`config.mk`:
```
export PLATFORM = sky130hd
export DESIGN_NAME = uart_apb_ctrl
export DESIGN_NICKNAME = d
export VERILOG_FILES = /design/src/rtl/uart_apb_ctrl.sv
export SDC_FILE = /design/constraint.sdc
export NUM_CORES = 1
export LEC_CHECK = 0
export ABC_AREA = 1
export CAP_MARGIN = 40
export CORE_ASPECT_RATIO = 1.2
export CORE_MARGIN = 3
export CORE_UTILIZATION = 45
export CTS_CLUSTER_SIZE = 20
export DETAILED_ROUTE_END_ITERATION = 12
export DONT_BUFFER_PORTS = 1
export PLACE_DENSITY = 0.65
export SYNTH_ARGS = -nofsm -noshare
export SYNTH_HDL_FRONTEND = slang
export SYNTH_SLANG_ARGS = --single-unit
export TNS_END_PERCENT = 1
```
`constraint.sdc`:
```
create_clock -name clk -period 5.8 [get_ports clk]
set_input_delay 1.16 -clock clk [delete_from_list [all_inputs] [get_ports clk]]
set_output_delay 1.16 -clock clk [all_outputs]
set_load 0.03 [all_outputs]
```
`src/rtl/uart_apb_ctrl.sv`:
```
`default_nettype none
// ============================================================================
// Module      : uart_apb_ctrl
// Description : APB slave controller for the UART datapath. Holds one RX byte
//               taken from the RX buffer and one TX byte offered to the
//               transmitter. Exports baud divisor and enables, and raises a
//               level interrupt. Blocked DATA writes insert wait states up to
//               TIMEOUT cycles.
// Revision    : 1.0 - initial release
// ============================================================================
module uart_apb_ctrl #(
    parameter logic [15:0] BAUD_RST = 16'd868,
    parameter int unsigned TIMEOUT  = 255
) (
    input  logic        clk,
    input  logic        rstn,
    // APB slave
    input  logic        psel,
    input  logic        penable,
    input  logic        pwrite,
    input  logic [3:0]  paddr,
    input  logic [31:0] pwdata,
    output logic [31:0] prdata,
    output logic        pready,
    output logic        pslverr,
    // RX buffer side
    input  logic [7:0]  rx_data_i,
    input  logic        rx_valid_i,
    output logic        rx_ready_o,
    // TX side
    output logic [7:0]  tx_data_o,
    output logic        tx_valid_o,
    input  logic        tx_ready_i,
    // Configuration and interrupt
    output logic [15:0] baud_div_o,
    output logic        rx_en_o,
    output logic        tx_en_o,
    output logic        irq_o
);

    // APB sequencing states
    localparam logic [1:0] c_st_idle   = 2'd0;
    localparam logic [1:0] c_st_setup  = 2'd1;
    localparam logic [1:0] c_st_access = 2'd2;

    // Register offsets (paddr[3:2])
    localparam logic [1:0] c_addr_data   = 2'd0;
    localparam logic [1:0] c_addr_status = 2'd1;
    localparam logic [1:0] c_addr_ctrl   = 2'd2;
    localparam logic [1:0] c_addr_baud   = 2'd3;

    localparam logic [15:0] c_timeout = 16'(TIMEOUT);

    logic [1:0]  r_state;
    logic [15:0] r_wait_cnt;
    logic        r_rx_full;
    logic [7:0]  r_rx_data;
    logic        r_tx_full;
    logic [7:0]  r_tx_data;
    logic [15:0] r_baud;
    logic        r_rx_en;
    logic        r_tx_en;
    logic        r_ie_rx;
    logic        r_ie_tx;
    logic        r_err;
    logic        r_irq;

    logic        w_acc;
    logic        w_is_data;
    logic        w_is_status;
    logic        w_is_ctrl;
    logic        w_is_baud;
    logic        w_tx_blocked;
    logic        w_pready;
    logic        w_wr;
    logic        w_rd;
    logic        w_push;
    logic        w_drop;
    logic        w_pop;
    logic        w_rd_empty;
    logic        w_baud_zero;
    logic        w_baud_load;
    logic        w_ctrl_wr;
    logic        w_flush;
    logic        w_err_clr;
    logic        w_err_set;
    logic        w_rx_cap;
    logic        w_tx_drain;
    logic        w_pslverr;
    logic [31:0] w_rdata;
    logic        w_unused;

    // Upper write-data bits and the byte-lane address bits carry no meaning
    assign w_unused = ^{pwdata[31:16], paddr[1:0]};

    // Address decode
    assign w_is_data   = (paddr[3:2] == c_addr_data);
    assign w_is_status = (paddr[3:2] == c_addr_status);
    assign w_is_ctrl   = (paddr[3:2] == c_addr_ctrl);
    assign w_is_baud   = (paddr[3:2] == c_addr_baud);

    // A live access phase: FSM in ACCESS with the bus still asserting it
    assign w_acc        = (r_state == c_st_access) & psel & penable;
    // DATA write against a full TX holding register must wait
    assign w_tx_blocked = pwrite & w_is_data & r_tx_full;
    // Complete immediately unless blocked; a blocked write gives up at TIMEOUT
    assign w_pready     = w_acc & (~w_tx_blocked | (r_wait_cnt == c_timeout));

    // Side effects are qualified by the completing cycle
    assign w_wr        = w_pready & pwrite;
    assign w_rd        = w_pready & ~pwrite;
    assign w_push      = w_wr & w_is_data & ~r_tx_full;
    assign w_drop      = w_wr & w_is_data & r_tx_full;
    assign w_pop       = w_rd & w_is_data & r_rx_full;
    assign w_rd_empty  = w_rd & w_is_data & ~r_rx_full;
    assign w_baud_zero = w_wr & w_is_baud & (pwdata[15:0] == 16'd0);
    assign w_baud_load = w_wr & w_is_baud & (pwdata[15:0] != 16'd0);
    assign w_ctrl_wr   = w_wr & w_is_ctrl;
    assign w_flush     = w_ctrl_wr & pwdata[4];
    assign w_err_clr   = w_wr & w_is_status & pwdata[2];
    assign w_err_set   = w_drop | w_rd_empty;
    assign w_pslverr   = w_drop | w_rd_empty | w_baud_zero;

    // Datapath handshakes
    assign rx_ready_o = r_rx_en & ~r_rx_full;
    assign tx_valid_o = r_tx_full & r_tx_en;
    assign w_rx_cap   = rx_valid_i & rx_ready_o;
    assign w_tx_drain = tx_valid_o & tx_ready_i;

    // Read mux; flush always reads back as 0 and unused bits are 0
    always_comb begin
        w_rdata = 32'd0;
        case (paddr[3:2])
            c_addr_data:   w_rdata = r_rx_full ? {24'd0, r_rx_data} : 32'd0;
            c_addr_status: w_rdata = {29'd0, r_err, r_tx_full, r_rx_full};
            c_addr_ctrl:   w_rdata = {28'd0, r_ie_tx, r_ie_rx, r_tx_en, r_rx_en};
            c_addr_baud:   w_rdata = {16'd0, r_baud};
            default:       w_rdata = 32'd0;
        endcase
    end

    // Response outputs are derived from registered state so an async reset
    // forces them to zero in the same cycle
    assign pready  = w_pready;
    assign pslverr = w_pslverr;
    assign prdata  = (w_pready & ~pwrite) ? w_rdata : 32'd0;

    assign tx_data_o  = r_tx_data;
    assign baud_div_o = r_baud;
    assign rx_en_o    = r_rx_en;
    assign tx_en_o    = r_tx_en;
    assign irq_o      = r_irq;

    // APB phase tracking; any loss of psel/penable abandons the transfer
    always_ff @(posedge clk or negedge rstn) begin
        if (!rstn) begin
            r_state <= c_st_idle;
        end else begin
            case (r_state)
                c_st_idle:   if (psel & ~penable) r_state <= c_st_setup;
                c_st_setup: begin
                    if (!psel)        r_state <= c_st_idle;
                    else if (penable) r_state <= c_st_access;
                end
                c_st_access: if (!w_acc || w_pready) r_state <= c_st_idle;
                default:     r_state <= c_st_idle;
            endcase
        end
    end

    // Wait-state counter: counts stalled access cycles, cleared otherwise
    always_ff @(posedge clk or negedge rstn) begin
        if (!rstn) r_wait_cnt <= 16'd0;
        else if (w_acc && !w_pready) r_wait_cnt <= r_wait_cnt + 16'd1;
        else r_wait_cnt <= 16'd0;
    end

    // RX holding register; flush wins over a same-edge capture
    always_ff @(posedge clk or negedge rstn) begin
        if (!rstn) begin
            r_rx_full <= 1'b0;
            r_rx_data <= 8'd0;
        end else if (w_flush) begin
            r_rx_full <= 1'b0;
        end else if (w_rx_cap) begin
            r_rx_full <= 1'b1;
            r_rx_data <= rx_data_i;
        end else if (w_pop) begin
            r_rx_full <= 1'b0;
        end
    end

    // TX holding register; a push only happens when empty, so it never
    // coincides with a drain
    always_ff @(posedge clk or negedge rstn) begin
        if (!rstn) begin
            r_tx_full <= 1'b0;
            r_tx_data <= 8'd0;
        end else if (w_flush) begin
            r_tx_full <= 1'b0;
        end else if (w_push) begin
            r_tx_full <= 1'b1;
            r_tx_data <= pwdata[7:0];
        end else if (w_tx_drain) begin
            r_tx_full <= 1'b0;
        end
    end

    // Control and baud configuration registers
    always_ff @(posedge clk or negedge rstn) begin
        if (!rstn) begin
            r_baud  <= BAUD_RST;
            r_rx_en <= 1'b0;
            r_tx_en <= 1'b0;
            r_ie_rx <= 1'b0;
            r_ie_tx <= 1'b0;
        end else begin
            if (w_baud_load) r_baud <= pwdata[15:0];
            if (w_ctrl_wr) begin
                r_rx_en <= pwdata[0];
                r_tx_en <= pwdata[1];
                r_ie_rx <= pwdata[2];
                r_ie_tx <= pwdata[3];
            end
        end
    end

    // Sticky error flag, write-1-to-clear
    always_ff @(posedge clk or negedge rstn) begin
        if (!rstn) r_err <= 1'b0;
        else if (w_err_set) r_err <= 1'b1;
        else if (w_err_clr) r_err <= 1'b0;
    end

    // Registered interrupt, one cycle behind the holding-register state
    always_ff @(posedge clk or negedge rstn) begin
        if (!rstn) r_irq <= 1'b0;
        else r_irq <= (r_ie_rx & r_rx_full) | (r_ie_tx & ~r_tx_full);
    end

endmodule
`default_nettype wire

```
# Yosys cells after proc, flatten, opt, wreduce, memory -nomap -nowiden
# Index checks and enable logic that the tools add are counted.
# word_totals
ff_bits	58
inputBits	51
output_inout_bits	63
word_cells	91
# op_classes
addsub	1
eq_ne	9
muxes	17
bitwise	37
n_reduce_logical	14
# op_table
cell	count
$pmux W32 S4	1
$mux W32	1
$and A1 B1 Y1	27
$add A16 B1 Y16 const B	1
$eq A16 B8 Y1 const B	1
$logic_not A16 Y1	1
$mux W16	1
$reduce_bool A16 Y1	1
$mux W1	8
$mux W2	4
$mux W8	1
$eq A2 B2 Y1 const B	3
$not A1 Y1	6
$pmux W2 S3	1
$reduce_bool A3 Y1	2
$eq A2 B1 Y1 const B	2
$logic_not A2 Y1	2
$or A1 B1 Y1	4
$reduce_and A2 Y1	2
$ne A3 B3 Y1 const B	1
$reduce_and A3 Y1	1
$logic_not A1 Y1	2
$ne A2 B1 Y1 const B	1
$ne A2 B2 Y1 const B	1
3 further kinds	3

# Longest topological paths before layout
# depth
word_depth	12
ltp_mapped	13
depth_no_buf	12

# Least setup slack after synthesis
# OpenSTA, ideal clock, no wires.
# synth_path
kind	input -> output
startpoint	in paddr[2]
endpoint	out prdata[0]
arrival_time_ns	2.792
t_required_ns	4.640
path_slack_ns	1.848
cell_stages	8
n_path_buf	0
path_cell_list	inv_2 -> nand2_1 -> inv_2 -> nand2_1 -> nor2_2 -> a21oi_2 -> nand2_2 -> a211oi_1
# synth_between
elab_chain_cells	8
elab_cells_between_ends	12
classes_between	eq/ne (3); mux (2); bitwise (6); reduce/logical (1)
# synth_lines
item	line	rtl
from (decl)	21	input logic [3:0] paddr,
$logic_not A2 Y1	97	assign w_is_data = (paddr[3:2] == c_addr_data);
$and A1 B1 Y1 (2 in series)	105	assign w_tx_blocked = pwrite & w_is_data & r_tx_full;
$not A1 Y1	107	assign w_pready = w_acc & (~w_tx_blocked | (r_wait_cnt == c_timeout));
$or A1 B1 Y1	107	
$and A1 B1 Y1	107	
via pready	24	output logic pready,
$and A1 B1 Y1	146	assign prdata = (w_pready & ~pwrite) ? w_rdata : 32'd0;
$mux W32	146	
to (decl)	23	output logic [31:0] prdata,
# The timed path passes the listed nets, and every way through them passes these cells. The select of a mux whose other input is x is not followed.

# Worst setup path in the final report
# layout_path
startpoint	in paddr[2]
endpoint	out prdata[2]
# The elaborated chain is that of the path after synthesis.

==> metrics.md <==
| Metric | Value |
|---|---|
| Outcome | `finished clean` |
| Minimum clock period | `4.219 ns` |
| Max-slew violation count | `0` |
| Worst Skew | `0.007260 ns` |
| Vias in the first global route | `2,238` |
| Post-cts gate resize count | `0` |
| Most common cell in the netlist | `nand2_1` |
| Longest Clk Path Bufs | `2` |
| Starting density of the core | `0.4666` |
| Ys async rst share | `1.000` |
| Final number of hold-violating endpoints | `0` |
| Synth Flop Type | `dfrtp_1` |
| Post-CTS Setup Bufs | `0` |
| Die Width | `80.87 µm` |
| Total GRT Usage | `0.1889` |
| Final setup TNS | `0 ns` |
| Peak Freq | `0.2370 GHz` |
| Power, Total | `0.8998 mW` |
| FILL cells | `661` |
| Clk_lat worst skew | `0.34 ns` |
| Startpoint types | `primary input` |
| Commonest cells post-synth | `125 x nand2_1, 53 x dfrtp_1, 34 x nor2_1, 27 x inv_1, 21 x nand3_1` |
| Cts bufs inserted | `9` |
| Area delta synth->final | `6.656%` |
| WP data required | `4.64 ns` |
| Synth Area per Inst | `8.158 µm²` |
| Vias/cell | `5.148` |
| Root Buffer | `clkbuf_8` |
| Seq cells post-synth | `58` |
| Post-cts hold buffer count | `0` |
| Max Cap Viol | `0` |
| Ant diodes | `0` |
| Final GP Congestion | `0.8398` |
| Total wire length | `6871 µm` |
| # port buffers | `0` |
| Final setup violating endpoints | `0` |
| Htree depth | `3` |
| Power per cell area | `278.7 mW/mm²` |
| Data arrival time of the critical path | `3.06 ns` |
| Dpl cells | `450` |
| Crit. End Element | `primary output` |
| Synth unique cells | `40` |
| First-pass GRT wire length | `10,970 µm` |
| Yosys warning count | `0` |
| Vias | `2,399` |
| Peak supply drop | `166.6 µV` |
| Share of layout cells above drive strength 1 | `0.1312` |
| RSZ-0062 raised after global routing | `no` |
| Yosys top cell area share | `0.4382` |
| I/O Pins | `114` |
| Seq/Total Area, Yosys | `0.4816` |
| DR DRC count | `0` |
| Non-Filler Instances | `466` |
| Largest net degree at the start of global routing | `59` |
| First-pass detailed-route iteration total | `4` |
| DIE AREA | `0.007750 mm²` |
| Hold Crit Class | `reg2reg` |
| GR Overflow Total | `0` |
| DR WL/cell | `14.74 µm` |
| Clock Sinks | `58` |
| Critical path class | `in2out` |
| Final HPWL DP | `5173 µm` |
| Number of synthesized flops with an enable pin | `0` |
| Leak | `1.546 nW` |
| Post-synth top area cell | `dfrtp_1` |
| Final worst path period share | `0.7274` |
| Initial antenna violation count | `0` |
| Row Count | `32` |
| Core area | `0.006486 mm²` |
| Area contributors post-synth | `dfrtp_1 44%, nand2_1 16%, dfstp_2 4.3%` |
| Slew headroom | `0.4317` |
| Mapped Cells | `371` |
| DR iter-0 viols | `115` |
| Detail Route Antenna Nets | `0` |
| Mapped cell area | `0.003027 mm²` |
| Slew @ Worst Pin | `0.8413 ns` |
| CTS tree | `built` |
| Net count reported at finish | `428` |
| Crit Path Max Fanout | `16` |
| Clock Pin Slew Worst Setup and Hold Paths | `0.07 ns` |
| Die H | `95.84 µm` |
## routing by layer
layer  global-route usage  part of all wire
met5                    0                 0
met4              0.07183             0.016
met3              0.07491             0.075
met2               0.3034              0.50
met1               0.2274              0.41
## through the flow
step	hold slack [ns]	worst slack [ns]	area [µm²]	util
2_1_floorplan	0.4303	1.848	3083	-
3_3_place_gp	0.4509	1.423	3024	0.4662
3_5_place_dp	0.4525	1.548	3034	0.4678
4_1_cts	0.4634	1.548	3228	0.4977
5_1_grt	0.4805	1.405	3228	0.4977
6_report	0.4590	1.581	3228	0.4977
## where the power goes
group / total [mW] / switching, mW / leakage, nW / internal, mW
Clock: 0.369 / 0.170 / 0.0889 / 0.199
Sequential: 0.471 / 0.0403 / 0.781 / 0.431
Combinational: 0.0600 / 0.0431 / 0.676 / 0.0169
Total: 0.900 / 0.253 / 1.55 / 0.647
## worst paths after layout
kind / start / endpoint / slack [ns] / cells past startpoint
setup / recovery: paddr[2] / prdata[2] / 1.58 / 8
hold / removal: r_wait_cnt[0] / r_wait_cnt[0] / 0.46 / 1
setup reg to reg: r_wait_cnt[0] / r_rx_full / 3.67 / 8
hold reg to reg: r_wait_cnt[0] / r_wait_cnt[0] / 0.46 / 1
max in group asynchronous: rstn / baud_div_o[2] / 5.08 / 0
min in group asynchronous: rstn / r_ie_rx / 0.51 / 0
## flip-flops by register name (all words and copies together), names as in the netlist
signal      cells
r_rx_full       1
baud_div_o     16
r_err           1
r_tx_full       1
irq_o           1
r_ie_tx         1
r_ie_rx         1
r_rx_data       8
rx_en_o         1
r_state         2
r_wait_cnt     16
tx_en_o         1
tx_data_o       8
## critical path, stage by stage
cell and delay (ns):
inv_2 0.03, nand2_1 0.10, inv_2 0.08, nand2_1 0.08, nor2_2 0.06, a21oi_2 0.47
nand2_2 0.34, a41oi_1 0.74
## placed cells by master, fill, tap and decap left out, types with 2 or more instances in the layout
cell,Yosys,layout
nand2_1,125,125
dfrtp_1,53,53
nor2_1,34,34
inv_1,27,27
nand3_1,21,21
conb_1,1,16
o21ai_1,10,10
clkbuf_8,0,9
inv_2,7,7
o21ai_0,7,7
nand4_1,6,6
nand2_2,5,5
a21oi_1,5,5
a211oi_1,5,5
o22ai_1,5,5
dfstp_2,5,5
nand2_4,4,4
xnor2_1,3,3
clkinvlp_4,0,3
nand3_2,2,2
nor2_4,2,2
o21a_1,2,2
a41oi_1,2,2
nor4_1,2,2
nor2_8,2,2
buf_2,3,2
## layout make-up
type | count | area [µm²] | area share
clock buffers | 10 | 127.6 | 0.03953
clock inverters | 6 | 66.31 | 0.02054
inverters | 35 | 131.4 | 0.04070
multi-input cells | 270 | 1329 | 0.4116
flip-flops and latches | 58 | 1458 | 0.4516
well taps | 85 | 106.4 | 0.03295
repair buffers | 2 | 10.01 | 0.003101
## cell families (layout without fill, tap and decap cells)
group                      after synthesis  in the layout  synth area share
AOI/OAI and AO/OA                       41             41           0.08433
xor gates and xnor gates                 4              4           0.01158
buffers and inverters                   58             53           0.09798
DFF                                     58             58            0.4816
adders and majority gates                1              1          0.004133
and+or+nand+nor                        208            208            0.3191
other                                    1             16          0.001239
(Power assumes the default switching activity.)
